--- src/rtl/ex_mem_pkg.sv ---
// Shared pipeline defines for the EX/MEM register stage: bus widths, NOP/zero
// constants, the stage action decode and the packet carried to MEM.
package ex_mem_pkg;

  localparam int RegBus       = 32;
  localparam int RegAddrBus   = 5;
  localparam int DoubleRegBus = 64;
  localparam int StallBus     = 6;
  localparam int CntBus       = 2;

  localparam logic [RegAddrBus-1:0] NOPRegAddr   = '0;
  localparam logic [RegBus-1:0]     ZeroWord     = '0;
  localparam logic                  WriteEnable  = 1'b1;
  localparam logic                  WriteDisable = 1'b0;
  localparam logic                  Stop         = 1'b1;
  localparam logic                  NoStop       = 1'b0;

  // Stall vector bit positions that this stage cares about.
  localparam int StallBitEx  = 3;
  localparam int StallBitMem = 4;

  typedef enum logic [1:0] {
    ACT_ADVANCE = 2'd0,
    ACT_BUBBLE  = 2'd1,
    ACT_HOLD    = 2'd2
  } stage_act_e;

  typedef struct packed {
    logic [RegAddrBus-1:0] waddr;
    logic                  reg_we;
    logic [RegBus-1:0]     alu_res;
    logic                  hi_we;
    logic                  lo_we;
    logic [RegBus-1:0]     hi;
    logic [RegBus-1:0]     lo;
  } mem_pkt_t;

  localparam mem_pkt_t MEM_PKT_NOP = '{
    waddr:   NOPRegAddr,
    reg_we:  WriteDisable,
    alu_res: ZeroWord,
    hi_we:   WriteDisable,
    lo_we:   WriteDisable,
    hi:      ZeroWord,
    lo:      ZeroWord
  };

  // EX stalled with MEM free inserts a bubble; EX running always advances,
  // even if MEM reports a stall, so only both stalled means hold.
  function automatic stage_act_e stage_act(input logic stall_ex, input logic stall_mem);
    stage_act_e act;
    if (stall_ex == NoStop) begin
      act = ACT_ADVANCE;
    end else if (stall_mem == NoStop) begin
      act = ACT_BUBBLE;
    end else begin
      act = ACT_HOLD;
    end
    return act;
  endfunction

endpackage

--- src/rtl/ex_mem.sv ---
// EX/MEM pipeline register: one-cycle, flop-only stage between execute and memory.
// Define EX_MEM_MADD_EN to keep the madd/msub partial product and step counter flops.
module ex_mem
  import ex_mem_pkg::*;
(
  input  logic                    clk,
  input  logic                    rst,
  input  logic [StallBus-1:0]     stall,
  input  logic [RegAddrBus-1:0]   ex_waddr,
  input  logic                    ex_reg_we,
  input  logic [RegBus-1:0]       ex_alu_res,
  input  logic                    ex_hi_we,
  input  logic                    ex_lo_we,
  input  logic [RegBus-1:0]       ex_hi,
  input  logic [RegBus-1:0]       ex_lo,
  input  logic [DoubleRegBus-1:0] hilo_temp_i,
  input  logic [CntBus-1:0]       cnt_i,
  output logic [RegAddrBus-1:0]   mem_waddr,
  output logic                    mem_reg_we,
  output logic [RegBus-1:0]       mem_alu_res,
  output logic                    mem_hi_we,
  output logic                    mem_lo_we,
  output logic [RegBus-1:0]       mem_hi,
  output logic [RegBus-1:0]       mem_lo,
  output logic [DoubleRegBus-1:0] hilo_temp_o,
  output logic [CntBus-1:0]       cnt_o
);

  stage_act_e act;
  mem_pkt_t   ex_pkt;
  mem_pkt_t   mem_reg;
  mem_pkt_t   mem_next;

  assign act = stage_act(stall[StallBitEx], stall[StallBitMem]);

  // Remaining stall bits belong to other stages.
  logic unused_stall;
  assign unused_stall = ^{stall[StallBus-1:StallBitMem+1], stall[StallBitEx-1:0]};

  assign ex_pkt = '{
    waddr:   ex_waddr,
    reg_we:  ex_reg_we,
    alu_res: ex_alu_res,
    hi_we:   ex_hi_we,
    lo_we:   ex_lo_we,
    hi:      ex_hi,
    lo:      ex_lo
  };

  always_comb begin
    mem_next = mem_reg;
    unique case (act)
      ACT_ADVANCE: mem_next = ex_pkt;
      ACT_BUBBLE:  mem_next = MEM_PKT_NOP;
      default:     mem_next = mem_reg;
    endcase
  end

  always_ff @(posedge clk or negedge rst) begin
    if (!rst) begin
      mem_reg <= MEM_PKT_NOP;
    end else begin
      mem_reg <= mem_next;
    end
  end

  assign mem_waddr   = mem_reg.waddr;
  assign mem_reg_we  = mem_reg.reg_we;
  assign mem_alu_res = mem_reg.alu_res;
  assign mem_hi_we   = mem_reg.hi_we;
  assign mem_lo_we   = mem_reg.lo_we;
  assign mem_hi      = mem_reg.hi;
  assign mem_lo      = mem_reg.lo;

`ifdef EX_MEM_MADD_EN
  logic [DoubleRegBus-1:0] hilo_temp_reg;
  logic [DoubleRegBus-1:0] hilo_temp_next;
  logic [CntBus-1:0]       cnt_reg;
  logic [CntBus-1:0]       cnt_next;

  // While EX is stalled mid madd/msub its partial state loops back through
  // here; any advance means the operation finished, so the state is cleared.
  always_comb begin
    hilo_temp_next = hilo_temp_reg;
    cnt_next       = cnt_reg;
    unique case (act)
      ACT_ADVANCE: begin
        hilo_temp_next = '0;
        cnt_next       = '0;
      end
      ACT_BUBBLE: begin
        hilo_temp_next = hilo_temp_i;
        cnt_next       = cnt_i;
      end
      default: begin
        hilo_temp_next = hilo_temp_reg;
        cnt_next       = cnt_reg;
      end
    endcase
  end

  always_ff @(posedge clk or negedge rst) begin
    if (!rst) begin
      hilo_temp_reg <= '0;
      cnt_reg       <= '0;
    end else begin
      hilo_temp_reg <= hilo_temp_next;
      cnt_reg       <= cnt_next;
    end
  end

  assign hilo_temp_o = hilo_temp_reg;
  assign cnt_o       = cnt_reg;
`else
  logic unused_madd;
  assign unused_madd = ^{hilo_temp_i, cnt_i};

  assign hilo_temp_o = '0;
  assign cnt_o       = '0;
`endif

endmodule

--- config.mk ---
export PLATFORM = sky130hd
export DESIGN_NAME = ex_mem
export DESIGN_NICKNAME = d
export VERILOG_FILES = /design/src/rtl/ex_mem_pkg.sv /design/src/rtl/ex_mem.sv
export SDC_FILE = /design/constraint.sdc
export NUM_CORES = 1
export LEC_CHECK = 0
export CAP_MARGIN = 20
export CORE_AREA = 2 2 134 136
export DETAILED_ROUTE_END_ITERATION = 7
export DIE_AREA = 0 0 136 138
export PLACE_DENSITY_LB_ADDON = 0.08
export SLEW_MARGIN = 20
export SYNTH_ARGS = -nofsm -noshare
export SYNTH_HDL_FRONTEND = slang
export SYNTH_SLANG_ARGS = --single-unit
--- constraint.sdc ---
create_clock -name clk -period 1.25 [get_ports clk]
set_clock_uncertainty 0.05 [all_clocks]
set_input_delay 0.25 -clock clk [delete_from_list [all_inputs] [get_ports clk]]
set_output_delay 0.25 -clock clk [all_outputs]
set_load 0.02 [all_outputs]
==> reports/metrics.yaml <==
placement:
  gp_congestion: 0.740
  dpl.hpwl_um: 7900
  io_buffers: 211
critical_path:
  end_kind: "output port"
  slowest_delay_ns: 0.39
  path_buf_inv: 1
  crit_type: "reg -> out"
  crit_chain: "buf_2"
  arrival_ns: 0.91
  worst_setup_path_start_kind: "register"
  path_max_fanout: 2
  required_ns: 0.95
  crit_slowest_cell: "dfrtp_1"
  crit_family: "flip-flops"
layout:
  fin_util_pct: 35.0
  antenna_cells: 0
  regArea_um2: 2600
  fill_cells: 1756
  fin_nets: 692
  layout-drive-gt1-share_pct: 26.4
  multi_input_area_um2: 1170
  syn_to_final_growth_pct: 46.9
synthesis:
  synth-seq-cells: 104
  ys_seq_area_share_pct: 62.4
  synth_top_area_cell: "dfrtp_1"
  ys_types: 9
  synth_edf_count: 0
  synth.cell_area_um2: 4170
  synth_top_area_share_pct: 62.4
  yosys_warnings: 0
  syn_inst: 300
  synth_area_leaders: "dfrtp_1 62%, a22o_1 22%, buf_4 12%"
  synth_area_per_cell_um2: 13.9
  synth_common_cells: "104 x a22o_1, 104 x dfrtp_1, 67 x buf_4"
  async_reset_ff_share_pct: 100
  synth_flop_cell: "dfrtp_1"
power_and_ir_drop:
  power.total_uw: 7980
  ir_drop_uv: 577
  power_leakage_uw: 0.00304
  powerDensity_nw_per_um2: 1300
cts:
  cts_tree: "yes"
  h-tree-depth: 3
  worstSkewPairLatency_ns: 0.34
  clk_path_buf_depth: 2
  numCtsBuffers: 9
  post_cts_buffers: 0
  cts_root_buffer: "clkbuf_16"
  clk_pin_slew_ns: 0.07
  cts.sinks: 104
global_routing:
  antenna_found_initial: 0
  overflow: 0
  grt_max_degree: 56
  grt_pass1_wl_um: 17800
  grt_use_total_pct: 12.1
  first_global_vias: 3081
sta:
  min_period_over_period_pct: 96.6
  hold_violations: 0
  fmax_ghz: 0.828
  hold_slack_ns: 0.228
  rsz0062_at_grt: "no"
  final-max-slew-violation-count: 0
  period_needed_ns: 1.21
  setup_viol: 0
floorplan:
  core-area_um2: 17500
  std_cell_rows: 49
  die_y_um: 138
  pin_count: 348
  start_util_pct: 23.8
  die_w_um: 136
  die-area_um2: 18800
detailed_routing:
  routed_wl_um: 11500
  vias: 3017
  wire_per_inst_um: 15.3
  routed_via_density: 4.03
  drc: 0
  first_iter_violations: 106
  firstDrtPassIters: 6
  postRouteAntennaNets: 0
min_path:
  hold_class: "in -> async"
status:
  status: "completed"
run:
  cap_violations: 0
## per-stage QoR
step	cell area (um2)	TNS (ns)	setup WS (ns)	std cells
after floorplan	4420	0	0.128	365
after global routing	6130	0	0.000986	748
after global placement	6370	-20.53	-0.225	731
final	6130	0	0.0421	748
after detailed placement	6370	-20.04	-0.240	731
after CTS	6130	0	0.0116	748
## state kept, by name, indices dropped and copies added (netlist names)
name,cells
mem_lo,32
mem_hi,32
mem_lo_we,1
mem_hi_we,1
mem_reg_we,1
mem_waddr,5
mem_alu_res,32
## cells in the final DEF (no fill, tap or decap)
| master | synthesis | layout |
|---|---|---|
| clkdlybuf4s50_1 | 0 | 106 |
| a22o_1 | 104 | 104 |
| dfrtp_1 | 104 | 104 |
| buf_2 | 7 | 104 |
| conb_1 | 1 | 66 |
| clkbuf_16 | 0 | 9 |
| buf_4 | 67 | 9 |
| buf_12 | 0 | 7 |
| clkinv_4 | 0 | 3 |
| clkinv_2 | 0 | 2 |
| inv_2 | 1 | 1 |
| and2_4 | 0 | 1 |
| inv_6 | 0 | 1 |
| clkbuf_1 | 8 | 1 |
| dlygate4sd3_1 | 0 | 1 |
## final cells by class
cell class,instances,share of cell area (%)
Timing Repair Buffer,227,29.3
Inverter,1,0.0612
Tap cell,229,4.67
Multi-Input combinational cell,171,19.0
Clock inverter,6,0.734
Clock buffer,10,3.73
Sequential cell,104,42.4
## path summary, 6_finish.rpt
| kind | start | end | slack (ns) | cells past startpoint |
|---|---|---|---|---|
| setup / recovery | mem_alu_res[31] | mem_alu_res[31] | 0.04 | 1 |
| hold / removal | rst | mem_lo[15] | 0.23 | 2 |
| setup reg to reg | mem_waddr[3] | mem_waddr[3] | 0.41 | 2 |
| hold reg to reg | mem_alu_res[25] | mem_alu_res[25] | 0.44 | 1 |
| max in group asynchronous | rst | mem_alu_res[13] | 0.41 | 3 |
| min in group clk | mem_alu_res[25] | mem_alu_res[25] | 0.44 | 1 |
## per-layer routing
| layer | routed length, um | part of all wire [%] | vias up | track usage, % |
|---|---|---|---|---|
| li1 | - | - | 1392 | - |
| met1 | 4990 | 44 | 1457 | 16.6 |
| met2 | 5080 | 44 | 155 | 17.4 |
| met3 | 1190 | 10 | 13 | 4.36 |
| met4 | 195 | 1.7 | 0 | 4.93 |
| met5 | 0 | 0 | - | 0 |
## cells by family (layout without fill, tap and decap cells)
kind of cell	count (synthesis)	count (layout)	synth area share [%]
and+or+nand+nor	1	1	0.150
buffers and inverters	90	244	15.6
DFF	104	104	62.4
other	1	66	0.0898
AOI/OAI and AO/OA	104	104	21.8
## where the power goes
group | switching (uW) | total (uW) | internal [uW]
sequential | 123 | 3730 | 3600
combinational | 903 | 1610 | 707
clock | 1270 | 2640 | 1360
## repair_timing
| item | CTS | global route |
|---|---|---|
| resized for setup | 416 | 0 |
| setup endpoints to repair | 104 | 0 |
| endpoints found under the hold margin | 104 | 0 |
| hold buffers | 1 | 0 |
Note: power is estimated with default switching activity, not from simulation.
